===== src/rtl/bit_serial_subtractor.sv =====
// LSB-first bit-serial subtractor: one full-subtractor cell plus a borrow flop
// computes a - b over WIDTH clocks, with borrow-out, signed overflow and busy/done.
module bit_serial_subtractor #(
    parameter int WIDTH = 8
) (
    input  logic             clk,
    input  logic             clr,
    input  logic             write,
    input  logic [WIDTH-1:0] a,
    input  logic [WIDTH-1:0] b,
    output logic [WIDTH-1:0] diff,
    output logic             bout,
    output logic             ovf,
    output logic             busy,
    output logic             done
);

    localparam int CW = (WIDTH > 2) ? $clog2(WIDTH) : 1;

    typedef enum logic [1:0] {
        IDLE  = 2'd0,
        LOAD  = 2'd1,
        SHIFT = 2'd2,
        DONE  = 2'd3
    } state_t;

    state_t           state;
    logic [WIDTH-1:0] sreg_a;
    logic [WIDTH-1:0] sreg_b;
    logic [WIDTH-1:0] sreg_d;
    logic [CW-1:0]    count;
    logic             br;

    logic a0;
    logic b0;
    logic d;
    logic br_next;
    logic last_bit;

    assign a0       = sreg_a[0];
    assign b0       = sreg_b[0];
    assign d        = a0 ^ b0 ^ br;
    assign br_next  = (~a0 & b0) | (~(a0 ^ b0) & br);
    assign last_bit = (count == CW'(WIDTH - 1));

    // diff/bout/ovf are only touched on the final bit edge, so the previous
    // result stays visible while the next operation is in flight.
    always_ff @(posedge clk or posedge clr) begin
        if (clr) begin
            state  <= IDLE;
            sreg_a <= '0;
            sreg_b <= '0;
            sreg_d <= '0;
            count  <= '0;
            br     <= 1'b0;
            diff   <= '0;
            bout   <= 1'b0;
            ovf    <= 1'b0;
            busy   <= 1'b0;
            done   <= 1'b0;
        end else begin
            case (state)
                IDLE, DONE: begin
                    if (write) begin
                        sreg_a <= a;
                        sreg_b <= b;
                        br     <= 1'b0;
                        count  <= '0;
                        busy   <= 1'b1;
                        done   <= 1'b0;
                        state  <= LOAD;
                    end
                end
                LOAD: begin
                    if (write) begin
                        sreg_a <= a;
                        sreg_b <= b;
                    end else begin
                        state <= SHIFT;
                    end
                end
                SHIFT: begin
                    sreg_a <= {1'b0, sreg_a[WIDTH-1:1]};
                    sreg_b <= {1'b0, sreg_b[WIDTH-1:1]};
                    sreg_d <= {d, sreg_d[WIDTH-1:1]};
                    br     <= br_next;
                    count  <= count + 1'b1;
                    if (last_bit) begin
                        // a0/b0 are the operand MSBs here.
                        diff  <= {d, sreg_d[WIDTH-1:1]};
                        bout  <= br_next;
                        ovf   <= (a0 != b0) & (d != a0);
                        busy  <= 1'b0;
                        done  <= 1'b1;
                        state <= DONE;
                    end
                end
                default: state <= IDLE;
            endcase
        end
    end

endmodule


===== config.mk =====
export PLATFORM = sky130hd
export DESIGN_NAME = bit_serial_subtractor
export DESIGN_NICKNAME = d
export VERILOG_FILES = /design/src/rtl/bit_serial_subtractor.sv
export SDC_FILE = /design/constraint.sdc
export NUM_CORES = 1
export LEC_CHECK = 0
export BUFFER_PORTS_ARGS = -buffer_cell sky130_fd_sc_hd__buf_4
export CAP_MARGIN = 20
export CORE_MARGIN = 8
export CORE_UTILIZATION = 25
export DETAILED_ROUTE_END_ITERATION = 6
export SETUP_SLACK_MARGIN = 0.05
export SKIP_LAST_GASP = 1
export SLEW_MARGIN = 5
export SYNTH_ARGS = -nofsm -noshare
export SYNTH_HDL_FRONTEND = slang
export SYNTH_SLANG_ARGS = --single-unit

===== constraint.sdc =====
create_clock -name clk -period 3.63 [get_ports clk]
set_input_delay 0.5445 -clock clk [delete_from_list [all_inputs] [get_ports clk]]
set_output_delay 0.5445 -clock clk [all_outputs]
set_load 0.01 [all_outputs]

# After elaboration in Yosys (flattened, before gate mapping)
# Cells that the tools add are included.
# classes
addsub,1
eq_ne,10
mux,17
bitwise,8
reduce_logical,8
# ops
op,n
$pmux W8 S2,2
$mux W8,2
$mux W2,3
$ne A2 B2 Y1 const B,3
$pmux W1 S2,3
$pmux W2 S3,1
$pmux W3 S2,1
$reduce_and A3 Y1,2
$eq A2 B2 Y1 const B,2
$mux W1,4
$reduce_and A2 Y1,2
$add A3 B1 Y3 const B,1
$and A1 B1 Y1,3
$eq A3 B3 Y1 const B,1
$mux W3,1
$reduce_or A3 Y1,1
$eq A2 B1 Y1 const B,1
$logic_not A2 Y1,1
$ne A1 B1 Y1,2
$ne A2 B1 Y1 const B,1
$not A1 Y1,2
$reduce_bool A2 Y1,1
$reduce_or A2 Y1,1
$xor A1 B1 Y1,2
$or A1 B1 Y1,1
# word_totals
register_bits,42
in_bits,19
output_inout_bits,12
elab_cells,55

# Logic depth before layout (Yosys ltp)
# Gate-level depths: netlist (run 1).
# depth
depth_word,5
ltp_mapped,7
depth_no_buf,5

# Least setup slack after synthesis (run 1)
# Ideal clock, no wire load.
# synth_timing
path_type,register to register
startpoint,register count[0]
endpoint,register bout
setup_time_ns,0.125
t_arrival_ns,1.326
t_required_ns,3.505
slack_ns,2.179
path_stages_with_launch,6
n_path_buf,1
period_less_slack_ns,1.451
cell_sequence,dfrtp_1 -> ha_1 -> ha_1 -> nand2_2 -> buf_6 -> mux2_2
# synth_via
elab_chain_len,2
# synth_lines
element,line_no,rtl
"start, declared",31,logic [CW-1:0] count;
"start signal, assigned",87,count <= count + 1'b1;
$eq A3 B3 Y1,44,assign last_bit = (count == CW'(WIDTH - 1));
$reduce_and A2 Y1 (no source line),--,
"end signal, assigned",91,bout <= br_next;
"end, declared",12,"output logic bout,"
# Every way passes these cells.
# A chain may end at the register's enable or synchronous reset.

# Final worst setup path (run 1)
# layout_timing
startpoint,register state[0]
endpoint,register state[1]
# layout_via
elab_chain_len,4
elab_cells_between_ends,10
classes_between,eq/ne: 6; mux: 1; reduce/logical: 3
# layout_lines
element,line_no,rtl
"start, declared",27,state_t state;
"start signal, assigned",50,state <= IDLE;
"start signal, assigned",71,state <= LOAD;
"start signal, assigned",79,state <= SHIFT;
$eq A2 B2 Y1 / $logic_not A2 Y1 (equally long branches),62,case (state)
$reduce_or A2 Y1,62,
$ne A2 B2 Y1 (no source line),--,
$reduce_and A3 Y1 (no source line),--,
# Parallel ways exist; a longest one is shown, timed or not.

==> results of run 1 <==
[worst register-to-register path, stage by stage, from the launching register on]
cell,delay (ns)
dfrtp_1,0.42
inv_1,0.07
ha_1,0.73
buf_4,0.35
nor2b_1,0.19
o21ai_0,0.09
a21boi_1,0.13
[power by group through the flow]
stage                     Clock (mW)  Sequential [mW]  Combinational (mW)
after floorplan                    0            0.654               0.296
after global placement             0            0.680               0.355
after detailed placement           0            0.682               0.364
after CTS                      0.395            0.675               0.365
after global routing           0.414            0.694               0.419
final                          0.381            0.673               0.359
[cells in the final DEF (no fill, tap or decap)]
cell and instances:
o21ai_0 17, inv_1 4, a21boi_1 1, o2bb2ai_1 1, a22o_1 4, nand2_1 18, clkbuf_8 6, o31ai_1 2
nand2_2 1, bufinv_16 1, and2_4 1, clkinvlp_4 1, nor2b_1 2, mux2i_1 16, mux2_2 15, xor2_1 1
buf_4 32, a21oi_1 6, fa_1 1, dfrtp_1 41, nor2_1 4, nand2b_2 1, ha_1 5, nand2b_1 1
[synth_stat cells]
| cell | number | share of area, % |
|---|---|---|
| xor2_1 | 1 | 0.48 |
| dfrtp_1 | 41 | 57 |
| nor2b_1 | 2 | 0.69 |
| o2bb2ai_1 | 1 | 0.48 |
| and2_4 | 1 | 0.48 |
| a22o_1 | 4 | 1.9 |
| ha_1 | 5 | 3.4 |
| mux2_2 | 15 | 9.3 |
| buf_4 | 2 | 0.83 |
| nand2b_1 | 1 | 0.34 |
| a21oi_1 | 6 | 1.7 |
| buf_6 | 1 | 0.62 |
| nor2_1 | 4 | 0.83 |
| nand2b_2 | 1 | 0.48 |
| clkbuf_1 | 3 | 0.62 |
| o31ai_1 | 2 | 0.83 |
| fa_1 | 1 | 1.1 |
| buf_2 | 2 | 0.55 |
| a21boi_1 | 1 | 0.41 |
| mux2i_1 | 16 | 8.8 |
| o21ai_0 | 17 | 4.7 |
| nand2_2 | 1 | 0.34 |
| inv_1 | 4 | 0.83 |
| nand2_1 | 18 | 3.7 |
[sequential cells by signal (all words and copies together), names as in the netlist]
signal  flops
diff        8
sreg_a      8
sreg_b      8
sreg_d      7
count       3
state       2
bout        1
br          1
busy        1
done        1
ovf         1
[final cells by class]
type / count / area share, %
timing repair buffer: 32 / 10.7
clock inverter: 2 / 1.67
tap: 99 / 5.50
clock buffer: 6 / 3.67
inverter: 4 / 0.667
sequential: 41 / 45.6
multi-input combinational: 97 / 32.3
[stage by stage]
stage	utilization [%]	hold slack, ns	std cells	instance area [sq um]
floorplan	-	0.449	150	1820
finish	31.6	0.374	281	2250
global route	31.6	0.412	281	2250
detailed placement	29.9	0.470	273	2130
CTS	31.6	0.389	281	2250
global placement	29.9	0.468	273	2130
[worst max path at each step]
stage | from | cells after the start | to | slack (ns)
final | state[0] | 6 | state[1] | 1.54
after global routing | state[0] | 6 | state[1] | 1.32
after CTS | state[0] | 6 | state[1] | 1.53
after detailed placement | state[0] | 6 | state[1] | 1.53
after global placement | state[0] | 6 | state[1] | 1.60
after floorplan | clr | 1 | bout | 2.14
[cell families after synthesis]
group / after synthesis / share of synthesized area [%]
muxes: 31 / 18.1
xor gates and xnor gates: 1 / 0.483
and+or+nand+nor: 28 / 6.89
AOI/OAI and AO/OA: 31 / 9.99
adders and majority gates: 6 / 4.55
DFF: 41 / 56.5
buffers and inverters: 12 / 3.45
[metal layers]
metal / track usage (%) / up-vias / wire, um
met4: 3.78 / 0 / 50
li1: - / 582 / -
met5: 0 / - / 0
met3: 2.61 / 5 / 195
met1: 8.64 / 582 / 1590
met2: 11.5 / 27 / 1540
==> out/qor.txt, run 1 <==
detailed-route DRC error count: 0
All-Layer GR Usage: 7.34%
Post-Syn Nets: 175
number of filler cells placed in the layout: 762
worst skew pair latency: 0.29 ns
RSZ-0062 raised after global routing: false
crit path setup slack, layout: 1.54 ns
shortest period the worst path allows: 2.09 ns
critical-path cell with the highest stage delay: ha_1
critical path class: flop to flop
port buffer count: 30
worst reg2reg path depth: 6
area of the multi-input gates: 727 sq um
floorplan die width: 101 um
number of antenna violations at the first check in global routing: 0
relative slew slack: 41.2%
run status: complete, no violations
cts bufs inserted: 5
total chip power: 1.41 mW
clock tree from TritonCTS: yes
Bufs on Longest Clock Path: 2
fraction of layout instances using a drive strength above 1: 31.9%
switching share of power: 30.1%
post-place setup slack: 1.53 ns
HPWL after detailed placement: 2450 um
number of slew-limit violations in the final report: 0
number of routed nets with antenna violations: 0
wire length per cell: 12.0 um
total number of placement rows: 31
number of setup buffers added after CTS: 0
wirelength, routed: 3370 um
fin crit share: 57.7%
mapped cell area: 0.00182 sq mm
flip-flop and latch area: 0.00103 sq mm
number of nets in the layout: 206
net switching component of the power: 426 uW
type of origin of the critical path: flop
CTS clk-pin slew, worst paths: 0.08 ns
sequential share of the synthesized area: 56.5%
Largest delay share family, worst path: adder cells
core outline area: 0.00714 sq mm
Critical Path Sink Type: flop
highest achievable clock rate: 477 MHz
initial core utilization: 25.4%
number of vias in the routed layout: 1,196
Routability Congestion: 0.665
Worst R2R End: state[1]
clock skew: 0.00547 ns
TritonCTS sink count: 41
drt first pass iters: 4
maximum resistive drop on vdd: 0.000280 V
clock tree root buffer cell: clkbuf_8
highest cell delay on the worst timing path: 0.73 ns
Die ar.: 0.0102 sq mm
power density cells: 627 mW/mm^2
Critical Path AT: 2.26 ns
average size of a mapped cell: 12.1 sq um
launch point of the worst reg-to-reg path: state[0]
register-to-register path setup slack: 1.54 ns
reported max-cap violation count: 0
cell-internal power: 987 uW
clock share of power: 26.9%
count of antenna diodes in the layout: 0
quantity of hold-fixing buffers added after cts: 0
transition time at the pin with the least slew margin: 0.882 ns
Syn Inst Count: 150
vias in the first global route: 1,259
number of hold violations in the final report: 0
Crit path buffers/inverters: 2
largest net degree at the start of global routing: 42
worst hold-check path type: input port to asynchronous set/reset pin
global-route wire length before repair: 5900 um
series of cell instances along the critical path: inv_1, ha_1, buf_4, nor2b_1, o21ai_0, a21boi_1
Total Neg Setup Slack: 0 ns
data required time of the critical path: 3.80 ns
level count of the clock H-tree: 2
Pleak: 1.08 nW
CP Max Fanout: 26
flop and latch count out of synthesis: 41
boundary pin count: 31
number of different library cells in the post-synthesis netlist: 24
Iteration-0 DRC Markers: 52
CTS resizes: 0
synth warn: 0
part of the power in registers: 47.6%
Die Y-Extent: 101 um
Setup-failing EPs final: 0
combinational fraction of design power: 25.4%
area overhead of the layout relative to synthesis: 24.1%
Remaining Overflow, GRT: 0
vias per inst: 4.26
Note: power is estimated with default switching activity, not from simulation.
==> run 2: changes to the inputs <==
Settings changed: ABC_AREA set to 1.
Clock period 3.63 ns to 2.2 ns, I/O delays scaled along.
==> run 2 against run 1 <==
Effect of this change: global-route usage is 0.69 points higher; sequential cell count stayed put; combinational power is 140% higher; non-clock buffer count is 1 higher; first-iteration DRC count is 27% higher; critical path type unchanged; critical endpoint is now ovf.
==> out/qor.txt, run 2 <==
largest net degree at the start of global routing: 42 (unchanged)
port buffer count: 30 (unchanged)
reported max-cap violation count: 0 (unchanged)
Routability Congestion: 0.740 (was 0.665)
cts bufs inserted: 5 (unchanged)
CTS clk-pin slew, worst paths: 0.08 ns (about the same)
Bufs on Longest Clock Path: 2 (unchanged)
crit path setup slack, layout: 0.627 ns (was 1.54 ns)
Iteration-0 DRC Markers: 66 (was 52)
RSZ-0062 raised after global routing: false (unchanged)
final hold slack: 0.166 ns (was 0.374 ns)
count of flip-flops with a built-in enable after synthesis: 0 (unchanged)
mapped cell area: 0.00182 sq mm (about the same)
fin crit share: 71.5% (was 57.7%)
level count of the clock H-tree: 2 (unchanged)
Pleak: 1.14 nW (was 1.08 nW)
adder-cell area share of the yosys netlist: 4.54% (was 4.55%)
cell type with the highest aggregate area in the netlist: dfrtp_1 (unchanged)
number of setup buffers added after CTS: 0 (unchanged)
Die Y-Extent: 101 um (about the same)
worst hold-check path type: input port to asynchronous set/reset pin (unchanged)
wire length per cell: 10.8 um (was 12.0 um)
number of slew-limit violations in the final report: 0 (unchanged)
number of routed nets with antenna violations: 0 (unchanged)
registers with the highest flip-flop counts: diff (8), sreg_a (8), sreg_b (8) (unchanged)
number of different library cells in the post-synthesis netlist: 21 (was 24)
Setup-failing EPs final: 0 (unchanged)
highest cell delay on the worst timing path: 0.40 ns (was 0.73 ns)
fraction of the core area covered by cells at the end of the flow: 31.5% (was 31.6%)
total number of placement rows: 31 (unchanged)
post-place setup slack: 0.639 ns (was 1.53 ns)
critical path class: flop to flop (unchanged)
All-Layer GR Usage: 8.03% (was 7.34%)
CP Max Fanout: 18 (was 26)
Post-Syn Nets: 228 (was 175)
highest achievable clock rate: 636 MHz (was 477 MHz)
TritonCTS sink count: 41 (unchanged)
relative slew slack: 66.1% (was 41.2%)
flop and latch count out of synthesis: 41 (unchanged)
area of all placed cells without fillers: 0.00225 sq mm (about the same)
transition time at the pin with the least slew margin: 0.509 ns (was 0.882 ns)
combinational family with the most area after synthesis: simple AND/OR/NAND/NOR gates (was multiplexers)
switching share of power: 35.4% (was 30.1%)
worst skew pair latency: 0.29 ns (about the same)
count of antenna diodes in the layout: 0 (unchanged)
proportion of synthesized area in mux cells: 0% (was 18.1%)
power density cells: 1170 mW/mm^2 (was 627 mW/mm^2)
vias in the first global route: 1,382 (was 1,259)
leading cell types by count after synthesis: nand2_1 (90), dfrtp_1 (41), nand3_1 (16), o21ai_1 (15), inv_1 (13) (was dfrtp_1 (41), nand2_1 (18), o21ai_0 (17), mux2i_1 (16), mux2_2 (15))
Critical Path Sink Type: flop (unchanged)
Largest delay share family, worst path: simple AND/OR/NAND/NOR gates (was adder cells)
total instance count after detailed placement: 328 (was 273)
Critical Path AT: 1.80 ns (was 2.26 ns)
Remaining Overflow, GRT: 0 (unchanged)
number of filler cells placed in the layout: 780 (was 762)
total chip power: 2.63 mW (was 1.41 mW)
most common cell after layout, fill and taps aside: nand2_1 (was dfrtp_1)
Die ar.: 0.0103 sq mm (was 0.0102 sq mm)
Crit path buffers/inverters: 2 (unchanged)
number of vias in the routed layout: 1,359 (was 1,196)
area of the multi-input gates: 672 sq um (was 727 sq um)
series of cell instances along the critical path: inv_1, ha_1, buf_4, nand2_2, nor2_1, nand2_1, nand2_1 (was inv_1, ha_1, buf_4, nor2b_1, o21ai_0, a21boi_1)
number of nets in the layout: 261 (was 206)
simple-gate portion of the synthesized area: 26.7% (was 6.89%)
HPWL after detailed placement: 2690 um (was 2450 um)
shortest period the worst path allows: 1.57 ns (was 2.09 ns)
cell-internal power: 1.70 mW (was 987 uW)
critical-path cell with the highest stage delay: dfrtp_1 (was ha_1)
net switching component of the power: 932 uW (was 426 uW)
number of antenna violations at the first check in global routing: 0 (unchanged)
clock tree from TritonCTS: yes (unchanged)
Syn Inst Count: 203 (was 150)
Total Neg Setup Slack: 0 ns (unchanged)
area fraction of the dominant cell type after synthesis: 56.4% (was 56.5%)
synth warn: 0 (unchanged)
parity-gate share of the synthesized area counting xor and xnor cells: 0.481% (was 0.482%)
number of hold violations in the final report: 0 (unchanged)
drt first pass iters: 4 (unchanged)
type of origin of the critical path: flop (unchanged)
CP most frequent cell: nand2_1
synthesized-area fraction occupied by ao, oa, aoi and oai cells: 5.23% (was 9.99%)
area overhead of the layout relative to synthesis: 23.7% (was 24.1%)
share of flip-flops with an asynchronous set or reset: 100% (unchanged)
sequential share of the synthesized area: 56.4% (was 56.5%)
CTS resizes: 0 (unchanged)
floorplan die width: 101 um (about the same)
cell area reported after detailed placement: 0.00213 sq mm (about the same)
Post-synth top flop: dfrtp_1 (unchanged)
flip-flop and latch area: 0.00103 sq mm (unchanged)
average size of a mapped cell: 8.96 sq um (was 12.1 sq um)
clock share of power: 23.9% (was 26.9%)
boundary pin count: 31 (unchanged)
cell with the most instances after synthesis: nand2_1 (was dfrtp_1)
core outline area: 0.00714 sq mm (unchanged)
highest-count cells in the layout ignoring fill and taps: nand2_1 (90), dfrtp_1 (41), buf_4 (33) (was dfrtp_1 (41), buf_4 (32), nand2_1 (18))
detailed-route DRC error count: 0 (unchanged)
combinational fraction of design power: 33.0% (was 25.4%)
part of the power in registers: 43.0% (was 47.6%)
fraction of layout instances using a drive strength above 1: 19.8% (was 31.9%)
wirelength, routed: 3630 um (was 3370 um)
clock tree root buffer cell: clkbuf_8 (unchanged)
initial core utilization: 25.5% (was 25.4%)
vias per inst: 4.04 (was 4.26)
leading cell types by total area after synthesis: dfrtp_1 (56%), nand2_1 (19%), nand3_1 (4.4%) (was dfrtp_1 (57%), mux2_2 (9.3%), mux2i_1 (8.8%))
data required time of the critical path: 2.43 ns (was 3.80 ns)
clock skew: 0.00540 ns (was 0.00547 ns)
global-route wire length before repair: 6420 um (was 5900 um)
maximum resistive drop on vdd: 0.000398 V (was 0.000280 V)
quantity of hold-fixing buffers added after cts: 0 (unchanged)
run status: complete, no violations (unchanged)
number of non-filler instances in the completed layout: 336 (was 281)
[run 2: cell types whose count changed after synthesis, moves of 9 or more]
cell	before	now
mux2_2	15	0
inv_1	4	13
nand3_1	0	16
o21ai_0	17	1
nand2_1	18	90
o21ai_1	0	15
mux2i_1	16	0
[run 2: cell type report]
type | count | area share, %
inverters | 16 | 2.67
clock buffers | 6 | 3.67
repair buffers | 33 | 11.0
well taps | 99 | 5.51
flip-flops and latches | 41 | 45.6
multi-input cells | 139 | 29.9
clock inverters | 2 | 1.67
[run 2: path summary, 6_finish.rpt]
path / from / end / slack (ns) / depth (start not counted)
min in group clk: a[7] / sreg_a[7] / 0.23 / 3
worst max-delay path: state[0] / ovf / 0.63 / 7
worst min-delay path: clr / sreg_a[6] / 0.17 / 3
worst max register to register: state[0] / ovf / 0.63 / 7
worst min register to register: diff[6] / diff[6] / 0.48 / 2
max in group asynchronous: clr / count[2] / 1.69 / 3
[run 2: tightest hold or removal path, delay by kind of cell]
| kind | cells | cell delay [ns] |
|---|---|---|
| buffers and inverters | 3 | 0.58 |
[run 2: kinds of logic (layout without fill, tap and decap cells)]
| kind of cell | Yosys count | after routing |
|---|---|---|
| buf+inv | 23 | 57 |
| xor+xnor | 1 | 1 |
| compound gates | 18 | 18 |
| fa+ha+maj | 6 | 6 |
| flops | 41 | 41 |
| simple gates | 114 | 114 |
[run 2: per-layer routing]
metal | track usage (%) | up-vias | part of all wire (%)
met3 | 3.23 | 8 | 6.2
met2 | 12.0 | 27 | 43
li1 | - | 702 | -
met1 | 9.95 | 622 | 49
met4 | 3.44 | 0 | 1.7
met5 | 0 | - | 0
[run 2: power groups by stage]
stage,logic (mW),registers [mW],clock network [mW]
global placement,0.863,1.15,0
detailed placement,0.883,1.15,0
floorplan,0.716,1.12,0
global route,1.03,1.17,0.682
finish,0.870,1.13,0.631
CTS,0.887,1.14,0.648
==> run 3: changes to the inputs <==
Clock period 2.2 ns to 1.6 ns, I/O delays scaled along.
==> run 3 against run 2 <==
Effect of this change: non-clock buffer count rose by 1; via count grew 1.3%; cell count is 0.30% higher; die area stayed put; clock skew shrank 0.0021 ns; core utilization down 0.42 points; clock power increased by 3.6%; sequential share of layout area increased by 0.62 points; critical path depth decreased by 1; worst setup slack got worse by 0.43 ns; largest cell class unchanged.
==> out/qor.txt, run 3 (synthesis gave the netlist of run 2 again) <==
area overhead of the layout relative to synthesis: 22.0% (was 23.7%)
Bufs on Longest Clock Path: 2 (unchanged)
Critical Path AT: 1.59 ns (was 1.80 ns)
highest-count cells in the layout ignoring fill and taps: nand2_1 (90), dfrtp_1 (41), buf_4 (34) (was nand2_1 (90), dfrtp_1 (41), buf_4 (33))
number of hold violations in the final report: 0 (unchanged)
run status: complete, no violations (unchanged)
registers with the highest flip-flop counts: diff (8), sreg_a (8), sreg_b (8) (unchanged)
worst skew pair latency: 0.29 ns (about the same)
CTS clk-pin slew, worst paths: 0.08 ns (about the same)
fin crit share: 87.6% (was 71.5%)
register-to-register path setup slack: 0.20 ns (was 0.63 ns)
most common cell after layout, fill and taps aside: nand2_1 (unchanged)
CP Max Fanout: 18 (unchanged)
number of vias in the routed layout: 1,377 (was 1,359)
fraction of layout instances using a drive strength above 1: 19.7% (was 19.8%)
relative slew slack: 65.1% (was 66.1%)
type of origin of the critical path: flop (unchanged)
CTS resizes: 0 (unchanged)
clock tree from TritonCTS: yes (unchanged)
quantity of hold-fixing buffers added after cts: 0 (unchanged)
global-route wire length before repair: 6780 um (was 6420 um)
TritonCTS sink count: 41 (unchanged)
number of non-filler instances in the completed layout: 337 (was 336)
vias in the first global route: 1,477 (was 1,382)
critical-path cell with the highest stage delay: dfrtp_1 (unchanged)
detailed-route DRC error count: 0 (unchanged)
port buffer count: 30 (unchanged)
HPWL after detailed placement: 2710 um (was 2690 um)
cts bufs inserted: 5 (unchanged)
data required time of the critical path: 1.79 ns (was 2.43 ns)
total instance count after detailed placement: 329 (was 328)
highest achievable clock rate: 714 MHz (was 636 MHz)
floorplan die width: 101 um (unchanged)
total number of placement rows: 31 (unchanged)
number of setup buffers added after CTS: 0 (unchanged)
Total Neg Setup Slack: 0 ns (unchanged)
number of routed nets with antenna violations: 0 (unchanged)
post-place setup slack: 0.205 ns (was 0.639 ns)
Setup-failing EPs final: 0 (unchanged)
Iteration-0 DRC Markers: 45 (was 66)
highest cell delay on the worst timing path: 0.40 ns (about the same)
Worst R2R End: ovf (unchanged)
boundary pin count: 31 (unchanged)
core outline area: 0.00714 sq mm (unchanged)
wire length per cell: 11.0 um (was 10.8 um)
reported max-cap violation count: 0 (unchanged)
Routability Congestion: 0.730 (was 0.740)
count of antenna diodes in the layout: 0 (unchanged)
crit path setup slack, layout: 0.199 ns (was 0.627 ns)
clock tree root buffer cell: clkbuf_8 (unchanged)
number of slew-limit violations in the final report: 0 (unchanged)
Pleak: 1.13 nW (was 1.14 nW)
number of nets in the layout: 262 (was 261)
launch point of the worst path: count[0] (was state[0])
series of cell instances along the critical path: ha_1, ha_1, nand2_2, nor2_1, nand2_1, nand2_1 (was inv_1, ha_1, buf_4, nand2_2, nor2_1, nand2_1, nand2_1)
number of antenna violations at the first check in global routing: 0 (unchanged)
maximum resistive drop on vdd: 0.000620 V (was 0.000398 V)
Remaining Overflow, GRT: 0 (unchanged)
level count of the clock H-tree: 2 (unchanged)
vias per inst: 4.09 (was 4.04)
Die ar.: 0.0103 sq mm (unchanged)
total chip power: 3.41 mW (was 2.63 mW)
RSZ-0062 raised after global routing: false (unchanged)
worst hold-check path type: input port to asynchronous set/reset pin (unchanged)
worst reg2reg path depth: 6 (was 7)
power density cells: 1540 mW/mm^2 (was 1170 mW/mm^2)
clock skew: 0.00335 ns (was 0.00540 ns)
transition time at the pin with the least slew margin: 0.523 ns (was 0.509 ns)
initial core utilization: 25.5% (unchanged)
launch point of the worst reg-to-reg path: count[0] (was state[0])
largest net degree at the start of global routing: 42 (unchanged)
critical path class: flop to flop (unchanged)
Die Y-Extent: 101 um (unchanged)
shortest period the worst path allows: 1.40 ns (was 1.57 ns)
All-Layer GR Usage: 8.41% (was 8.03%)
Critical Path Sink Type: flop (unchanged)
drt first pass iters: 4 (unchanged)
wirelength, routed: 3710 um (was 3630 um)
## run 3: worst max-delay path by stage
stage,to,slack [ns]
floorplan,ovf,0.33
global placement,sreg_b[6],0.23
detailed placement,ovf,0.20
CTS,ovf,0.18
global route,ovf,0.06
finish,ovf,0.20
## run 3: stage by stage
stage / util [%] / hold WS [ns] / instance area, sq um
2_1_floorplan: - / 0.350 / 1820
3_3_place_gp: 29.9 / 0.411 / 2140
3_5_place_dp: 29.9 / 0.418 / 2140
4_1_cts: 31.1 / 0.0961 / 2220
5_1_grt: 31.1 / 0.130 / 2220
6_report: 31.1 / 0.0796 / 2220
## run 3: final cells by class
class	count	area, sq um
multi-input cells	139	672
clock inverters	2	10.0
clock buffers	6	72.6
inverters	16	60.1
well taps	99	124
repair buffers	34	255
flip-flops and latches	41	1030
fillers	791	4920
## run 3: worst max-delay path, delay by kind of cell, from the launching register on
| kind | cells | cell delay (ns) |
|---|---|---|
| simple gates | 4 | 0.45 |
| fa+ha+maj | 2 | 0.45 |
| flops | 1 | 0.40 |
## run 3: power breakdown
group          switching [mW]  internal, mW  leakage (nW)  total [mW]
sequential              0.189          1.37         0.533        1.56
clock                   0.351         0.302        0.0450       0.654
combinational           0.731         0.470         0.554        1.20
total                    1.27          2.14          1.13        3.41
## run 3: layer usage
metal  vias to the layer above  part of all wire (%)  wire length (um)  global-route usage [%]
met5                         -                     0                 0                       0
met4                         0                  0.51                19                    2.75
met3                         2                   4.9               183                    3.37
met2                        23                    46              1700                    12.9
met1                       643                    49              1810                    10.5
li1                        709                     -                 -                       -
